--- src/rtl/lfsr_pkg.sv ---
`default_nettype none
// +----------------------------------------------------------------------+
// | lfsr_pkg : shared types, widths and step function for lfsr_sched     |
// | Revision : 1.0                                                       |
// +----------------------------------------------------------------------+
package lfsr_pkg;

    typedef enum logic [1:0] {
        ST_LOAD  = 2'd0,
        ST_WARM  = 2'd1,
        ST_SERVE = 2'd2
    } state_t;

    localparam int LFSR_W = 5;
    localparam int TAP_HI = 4;
    localparam int TAP_LO = 2;

    // Fibonacci step for x^5 + x^3 + 1; never reaches zero from a non-zero state
    function automatic logic [LFSR_W-1:0] lfsr_next(input logic [LFSR_W-1:0] s);
        return {s[LFSR_W-2:0], s[TAP_HI] ^ s[TAP_LO]};
    endfunction

endpackage
`default_nettype wire

--- src/rtl/lfsr5_step.sv ---
`default_nettype none
// +----------------------------------------------------------------------+
// | lfsr5_step : 5-bit LFSR register with load and advance enable        |
// | Revision   : 1.0                                                     |
// +----------------------------------------------------------------------+
module lfsr5_step
    import lfsr_pkg::*;
#(
    parameter logic [LFSR_W-1:0] DEFAULT_SEED = 5'h01
) (
    input  logic              clk,
    input  logic              rst,
    input  logic              load_i,
    input  logic [LFSR_W-1:0] load_val_i,
    input  logic              adv_i,
    output logic [LFSR_W-1:0] state_o
);

    logic [LFSR_W-1:0] state_q;
    logic [LFSR_W-1:0] state_d;

    always_comb begin
        state_d = state_q;
        if (load_i) begin
            state_d = load_val_i;
        end else if (adv_i) begin
            state_d = lfsr_next(state_q);
        end
    end

    always_ff @(posedge clk) begin
        if (!rst) begin
            state_q <= DEFAULT_SEED;
        end else begin
            state_q <= state_d;
        end
    end

    assign state_o = state_q;

endmodule
`default_nettype wire

--- src/rtl/lfsr_sched.sv ---
`default_nettype none
// +----------------------------------------------------------------------+
// | lfsr_sched : round-robin scheduler sharing one LFSR among requesters |
// | Revision   : 1.0                                                     |
// +----------------------------------------------------------------------+
module lfsr_sched
    import lfsr_pkg::*;
#(
    parameter int                NREQ         = 4,
    parameter int                WARMUP       = 5,
    parameter logic [LFSR_W-1:0] DEFAULT_SEED = 5'h01
) (
    input  logic              clk,
    input  logic              rst,
    input  logic [NREQ-1:0]   req_i,
    output logic [NREQ-1:0]   gnt_o,
    output logic [LFSR_W-1:0] rand_data_o,
    input  logic              seed_load_i,
    input  logic [LFSR_W-1:0] seed_i,
    output logic              seed_ack_o,
    output logic              seed_err_o,
    output logic              busy_o
);

    localparam int IDX_W = (NREQ > 1) ? $clog2(NREQ) : 1;

    state_t            state_q, state_d;
    logic [4:0]        warm_cnt_q, warm_cnt_d;
    logic [IDX_W-1:0]  rr_q, rr_d;
    logic [LFSR_W-1:0] seed_q, seed_d;
    logic              zero_pend_q, zero_pend_d;
    logic              ack_pend_q, ack_pend_d;
    logic [NREQ-1:0]   gnt_q, gnt_d;
    logic [LFSR_W-1:0] rand_q, rand_d;
    logic              ack_q, ack_d;
    logic              err_q, err_d;

    logic              lfsr_load;
    logic              lfsr_adv;
    logic [LFSR_W-1:0] lfsr_load_val;
    logic [LFSR_W-1:0] lfsr_val;

    logic              pick_found;
    logic [IDX_W-1:0]  pick_idx;
    logic [IDX_W-1:0]  cand;

    lfsr5_step #(
        .DEFAULT_SEED (DEFAULT_SEED)
    ) u_lfsr (
        .clk        (clk),
        .rst        (rst),
        .load_i     (lfsr_load),
        .load_val_i (lfsr_load_val),
        .adv_i      (lfsr_adv),
        .state_o    (lfsr_val)
    );

    // First asserted request strictly after the rr pointer, wrapping at NREQ-1
    always_comb begin
        pick_found = 1'b0;
        pick_idx   = '0;
        cand       = rr_q;
        for (int off = 0; off < NREQ; off++) begin
            cand = (cand == IDX_W'(NREQ - 1)) ? '0 : cand + 1'b1;
            if (!pick_found && req_i[cand]) begin
                pick_found = 1'b1;
                pick_idx   = cand;
            end
        end
    end

    always_comb begin
        state_d       = state_q;
        warm_cnt_d    = warm_cnt_q;
        rr_d          = rr_q;
        seed_d        = seed_q;
        zero_pend_d   = zero_pend_q;
        ack_pend_d    = ack_pend_q;
        gnt_d         = '0;
        rand_d        = '0;
        ack_d         = 1'b0;
        err_d         = 1'b0;
        lfsr_load     = 1'b0;
        lfsr_adv      = 1'b0;
        lfsr_load_val = (seed_q == '0) ? DEFAULT_SEED : seed_q;

        if (seed_load_i) begin
            state_d = ST_LOAD;
            seed_d  = seed_i;
        end else begin
            case (state_q)
                ST_LOAD: begin
                    lfsr_load   = 1'b1;
                    warm_cnt_d  = '0;
                    zero_pend_d = (seed_q == '0);
                    ack_pend_d  = 1'b1;
                    state_d     = ST_WARM;
                end
                ST_WARM: begin
                    lfsr_adv = 1'b1;
                    if (warm_cnt_q == 5'(WARMUP - 1)) begin
                        // Reset-initiated warm-up has no pending load, so no ack
                        state_d     = ST_SERVE;
                        warm_cnt_d  = '0;
                        ack_d       = ack_pend_q;
                        err_d       = ack_pend_q & zero_pend_q;
                        ack_pend_d  = 1'b0;
                        zero_pend_d = 1'b0;
                    end else begin
                        warm_cnt_d = warm_cnt_q + 5'd1;
                    end
                end
                ST_SERVE: begin
                    if (pick_found) begin
                        gnt_d    = NREQ'(1) << pick_idx;
                        rand_d   = lfsr_val;
                        lfsr_adv = 1'b1;
                        rr_d     = pick_idx;
                    end
                end
                default: begin
                    state_d = ST_WARM;
                end
            endcase
        end
    end

    always_ff @(posedge clk) begin
        if (!rst) begin
            state_q     <= ST_WARM;
            warm_cnt_q  <= '0;
            rr_q        <= IDX_W'(NREQ - 1);
            seed_q      <= DEFAULT_SEED;
            zero_pend_q <= 1'b0;
            ack_pend_q  <= 1'b0;
            gnt_q       <= '0;
            rand_q      <= '0;
            ack_q       <= 1'b0;
            err_q       <= 1'b0;
        end else begin
            state_q     <= state_d;
            warm_cnt_q  <= warm_cnt_d;
            rr_q        <= rr_d;
            seed_q      <= seed_d;
            zero_pend_q <= zero_pend_d;
            ack_pend_q  <= ack_pend_d;
            gnt_q       <= gnt_d;
            rand_q      <= rand_d;
            ack_q       <= ack_d;
            err_q       <= err_d;
        end
    end

    assign gnt_o       = gnt_q;
    assign rand_data_o = rand_q;
    assign seed_ack_o  = ack_q;
    assign seed_err_o  = err_q;
    assign busy_o      = (state_q != ST_SERVE);

endmodule
`default_nettype wire

--- config.mk ---
export PLATFORM = sky130hd
export DESIGN_NAME = lfsr_sched
export DESIGN_NICKNAME = d
export VERILOG_FILES = /design/src/rtl/lfsr_pkg.sv /design/src/rtl/lfsr5_step.sv /design/src/rtl/lfsr_sched.sv
export SDC_FILE = /design/constraint.sdc
export NUM_CORES = 1
export LEC_CHECK = 0
export CAP_MARGIN = 20
export CORE_UTILIZATION = 42
export CTS_CLUSTER_SIZE = 20
export DETAILED_ROUTE_END_ITERATION = 10
export PLACE_DENSITY = 0.67
export REMOVE_ABC_BUFFERS = 1
export SLEW_MARGIN = 20
export SYNTH_ARGS = -nofsm -noshare
export SYNTH_HDL_FRONTEND = slang
export SYNTH_SLANG_ARGS = --single-unit
--- constraint.sdc ---
create_clock -name clk -period 1.9 [get_ports clk]
set_input_delay 0.19 -clock clk [delete_from_list [all_inputs] [get_ports clk]]
set_output_delay 0.19 -clock clk [all_outputs]
set_load 0.05 [all_outputs]
Yosys cells after proc, flatten, opt, wreduce, memory -nomap -nowiden
Index checks and enable logic that the tools add are counted.

Add/subtract/negate cells: 5. Order comparisons: 4. Eq/ne operators: 11. Shift-type cells: 1. Muxes and demuxes: 36. Bitwise gates (word level): 8. Reductions and logical operators: 18.

Operators with widths (count): $mux W5 (4); $mux W2 (9); $mux W1 (14); $lt A2 B3 Y1 const B (4); $eq A2 B2 Y1 const B (5); $pmux W5 S2 (1); $add A2 B1 Y2 const B (4); $bmux W1 S2 (4); $reduce_or A4 Y1 (2); $ne A2 B2 Y1 const B (3); $not A1 Y1 (6); $pmux W1 S2 (3); $reduce_and A2 Y1 (3); $reduce_and A3 Y1 (2); $add A5 B1 Y5 const B (1); $eq A5 B3 Y1 const B (1); $logic_not A5 Y1 (1); $pmux W2 S2 (1); $reduce_bool A2 Y1 (2); $shl A1 B2 Y4 const A (1); $logic_and A1 B1 Y1 (3); $logic_not A1 Y1 (3); $ne A3 B3 Y1 const B (1); $eq A2 B1 Y1 const B (1); 4 further kinds (4).

Register bits after elaboration: 32. Bits of input ports: 12. Output and inout bits: 12. Word-level logic and storage cells: 95.

Depth between registers and ports, before layout
Depth in word-level cells: 19. Mapped depth: 8. Gate-level depth less buffers: 7.

Modules after synthesis
A second synthesis with hierarchy kept.

Cells, all modules: 180. Area, all modules: 1689.1 sq um.

By module, submodules not included: lfsr_sched (times used 1, cells an instance 156, area an instance 1465.2 sq um, sequential area each 540.5 sq um); lfsr5_step (times used 1, cells an instance 24, area an instance 224.0 sq um, sequential area each 100.1 sq um).

Worst setup path before layout
Ideal clock, no wire load.

Path type: register to register. From: reg rr_q[0]. To: reg rr_q[1]. Setup time: 0.136 ns. Arrival time: 1.791 ns. Data required time: 1.764 ns. Setup slack: -0.027 ns. Stages on the path, launching flop included: 7. Path buffers: 0. Clock period less this slack: 1.927 ns. Path through: dfxtp_1 > ha_1 > xor2_1 > or3_1 > and3_1 > o32ai_1 > a31oi_1.

Cells in the longest elaborated chain, start to end: 15. Elaborated cells on any way between the ends: 35. Those cells by class: add/sub: 4; eq/ne: 4; mux: 20; reduce/logical: 7.

RTL lines: start: declaration (RTL line lfsr_sched.sv:29) `logic [IDX_W-1:0] rr_q, rr_d;`; start signal: assignment (RTL line lfsr_sched.sv:132) `rr_q <= IDX_W'(NREQ - 1);`; start signal: assignment (RTL line lfsr_sched.sv:143) `rr_q <= rr_d;`; $add A2 B1 Y2 or $eq A2 B2 Y1 (tied branches) (RTL line lfsr_sched.sv:64) `cand = (cand == IDX_W'(NREQ - 1)) ? '0 : cand + 1'b1;`; $mux W2 * (RTL line lfsr_sched.sv:64); branches (longest 13 deep; another with $add A2 B1 Y2).

Every way passes the cells marked *. The select of a mux whose other input is x is not followed. A chain may end at the register's enable or synchronous reset.

Worst setup path after layout
From: reg rr_q[1]. To: reg rr_q[1].

The elaborated chain is that of the path after synthesis.

==> results.toml <==
[drt]
routed_wl_um = 3790
dr.pass1.iters = 5
antenna_left = 0
drc_errors = 0
drtIter0Drc = 105
viasPerCell = 5.47
routedWlPerCell_um = 14.1
vias = 1472

[clocking]
numCtsBuffers = 5
cts_sinks = 32
worstSkewPairLatency_ps = 280
cts_tree = "built"
htree_levels = 2
clkTransAtPathRegs_ps = 70
ctsHoldBuffers = 0
clk_path_buf_depth = 2
root_buffer = "clkbuf_8"

[layout]
finalCoreUtilization = 0.618
antenna_cells = 0
syn2layout_area_growth_pct = 39.2
drive_gt1_frac = 0.249
final_nets = 238
final_cells = 269

[synth]
yosysTopAreaCell = "dfxtp_1"
ys_ff_latch = 32
synth_common_cells = "32 x dfxtp_1, 18 x nand2_1, 12 x nor2_1"
yosysTopAreaCellShare = 0.388
yosys_warnings = 0
synthTopCellsByArea = "dfxtp_1 39%, mux2i_1 6.7%, ha_1 4.5%"
synth_cells = 182
yosys.area_share.adder = 0.0455
yosys.area_share.simple = 0.220
synth-compound-area-share = 0.170
synth_top_family_by_area = "simple AND/OR/NAND/NOR gates"
syn_avg_cell_area_um2 = 9.07
ys_types = 48
synthesis.area_um2 = 1650
synth_edf_count = 0
synthFlopType = "dfxtp_1"
synth_xor_area_frac = 0.0212
synth-seq-area-share = 0.388
synth_mux_area_frac = 0.101
synth_async_sr_flop_share = 0
synth.most_common_cell = "dfxtp_1"

[critical_path]
critPathArrivalTime_ps = 2100
startpoint_type = "flip-flop"
crit_fanout = 3
r2r_cells = 6
end_kind = "flip-flop"
crit-reg2reg-capture = "rr_q[1]"
critPathRequiredTime_ps = 2050
criticalPathCategory = "reg -> reg"
reg2reg_setup_slack_ps = -50
reg2reg_from = "rr_q[1]"

[power_and_ir_drop]
powerDensity_nw_per_um2 = 666
ir_worst_vdd_v = 0.000525
p_leak_nw = 0.982

[sta]
tightestPinTransition_ps = 513
rsz0062_at_grt = "yes"
relSlewSlack = 0.657
timing.final.crit_share = 1.03
hold_violations = 0
setup_viol = 5
report.final.slew_viol_count = 0
max_freq_ghz = 0.513
finalClockSkew_ps = 7.15
final.min_clock_period_ps = 1950
fin_ws_ps = -50.6

[global_route]
grt_pass1_vias = 1534
track_usage = 0.191
overflow = 0
antenna_found_initial = 0
grt_pass1_wl_um = 6140
grt_max_degree = 25

[run_status]
violations = "negative setup slack"
status = "finished, violations left"

[placement]
gp_congestion = 0.826
portBuffers = 23
dp_slack_ps = -269
dp.cells = 257
place_hpwl_um = 2740

[floorplanning]
start_util = 0.444
coreArea_um2 = 3720
ios = 24
dieHeight_um = 64.7
dieArea_um2 = 4180
rows = 22
die_w_um = 64.7

[min_path]
whs_endpoint = "seed_err_o"
hold_depth = 2
hold_class = "reg -> reg"
hp-start = "zero_pend_q"

[job]
max-cap-violations = 0
state kept, by name, summed over array words and instances, names as in the netlist:
register        count
ack_pend_q          1
state_q             2
rand_data_o         5
u_lfsr.state_o      5
warm_cnt_q          5
gnt_o               4
zero_pend_q         1
seed_ack_o          1
seed_q              5
seed_err_o          1
rr_q                2
final cells by class:
class / count / area [um^2]
clock inverters: 2 / 35.0
well taps: 48 / 60.1
fillers: 327 / 1420
flip-flops and latches: 32 / 643
multi-input cells: 130 / 1070
clock buffers: 6 / 72.6
repair buffers: 41 / 380
inverters: 10 / 37.5
cell families after synthesis:
logic type               count (synthesis)
multiplexers                            14
adder cells (fa/ha/maj)                  6
buffers and inverters                   20
XOR/XNOR                                 4
AND/OR/NAND/NOR                         69
AO/OA/AOI/OAI                           37
flip-flops                              32
metrics by stage:
step | TNS [ps] | power (mW) | instance area, um^2 | hold WS, ps
finish | -103 | 1.53 | 2300 | 458
global route | -329 | 1.59 | 2300 | 483
CTS | -6.06 | 1.53 | 2190 | 462
detailed placement | -2450 | 0.897 | 1990 | 451
global placement | -1790 | 0.888 | 1990 | 435
floorplan | -1880 | 0.816 | 1600 | 252
worst max path at each step:
stage	startpoint	endpoint	slack, ps
6_report	rr_q[1]	rr_q[1]	-50
5_1_grt	rr_q[1]	rr_q[1]	-90
4_1_cts	rr_q[0]	rr_q[1]	-6
3_5_place_dp	req_i[0]	u_lfsr.state_o[3]	-270
3_3_place_gp	req_i[0]	u_lfsr.state_o[2]	-220
2_1_floorplan	rr_q[0]	rr_q[1]	-410
critical path: stages (launching register included):
cell     delay [ps]
dfxtp_2         340
ha_4            250
xor2_2          150
or3_4           400
and3_4          190
o32ai_4         360
a31oi_4         130
power by group:
group	switching [mW]	internal [mW]
clock network	0.237	0.389
registers	0.0172	0.692
logic	0.0951	0.0990
layout by cell type, fill, tap and decap left out, drive strengths merged, types with 2 or more instances in the layout:
cell type | netlist | final
buf | 6 | 19
nand3 | 3 | 3
dfxtp | 32 | 32
a22oi | 2 | 2
a21oi | 3 | 3
a21boi | 3 | 3
a31oi | 2 | 2
mux4 | 2 | 2
and3 | 7 | 7
a22o | 2 | 2
nand3b | 2 | 2
or3 | 2 | 2
inv | 10 | 10
nand2 | 18 | 18
o21ai | 8 | 8
o2bb2ai | 2 | 2
or4 | 2 | 2
clkbuf | 4 | 6
nand2b | 3 | 3
clkdlybuf4s50 | 0 | 21
nor3 | 4 | 4
mux2i | 11 | 11
nor2b | 7 | 7
nor2 | 12 | 12
o211a | 4 | 4
xor2 | 4 | 4
ha | 6 | 6
nand4 | 4 | 4
metal layers:
metal	GRT usage	vias to the layer above	wire length, um
met4	0.0944	0	36
met5	0	-	0
li1	-	725	-
met1	0.197	703	1580
met3	0.0651	4	176
met2	0.341	40	1990
what timing repair did:
item / CTS / global route
pin swaps: 5 / 3
resized for setup: 12 / 19
setup endpoints to repair: 5 / 11
buffers inserted: 4 / 0
Note: power is estimated with default switching activity, not from simulation.
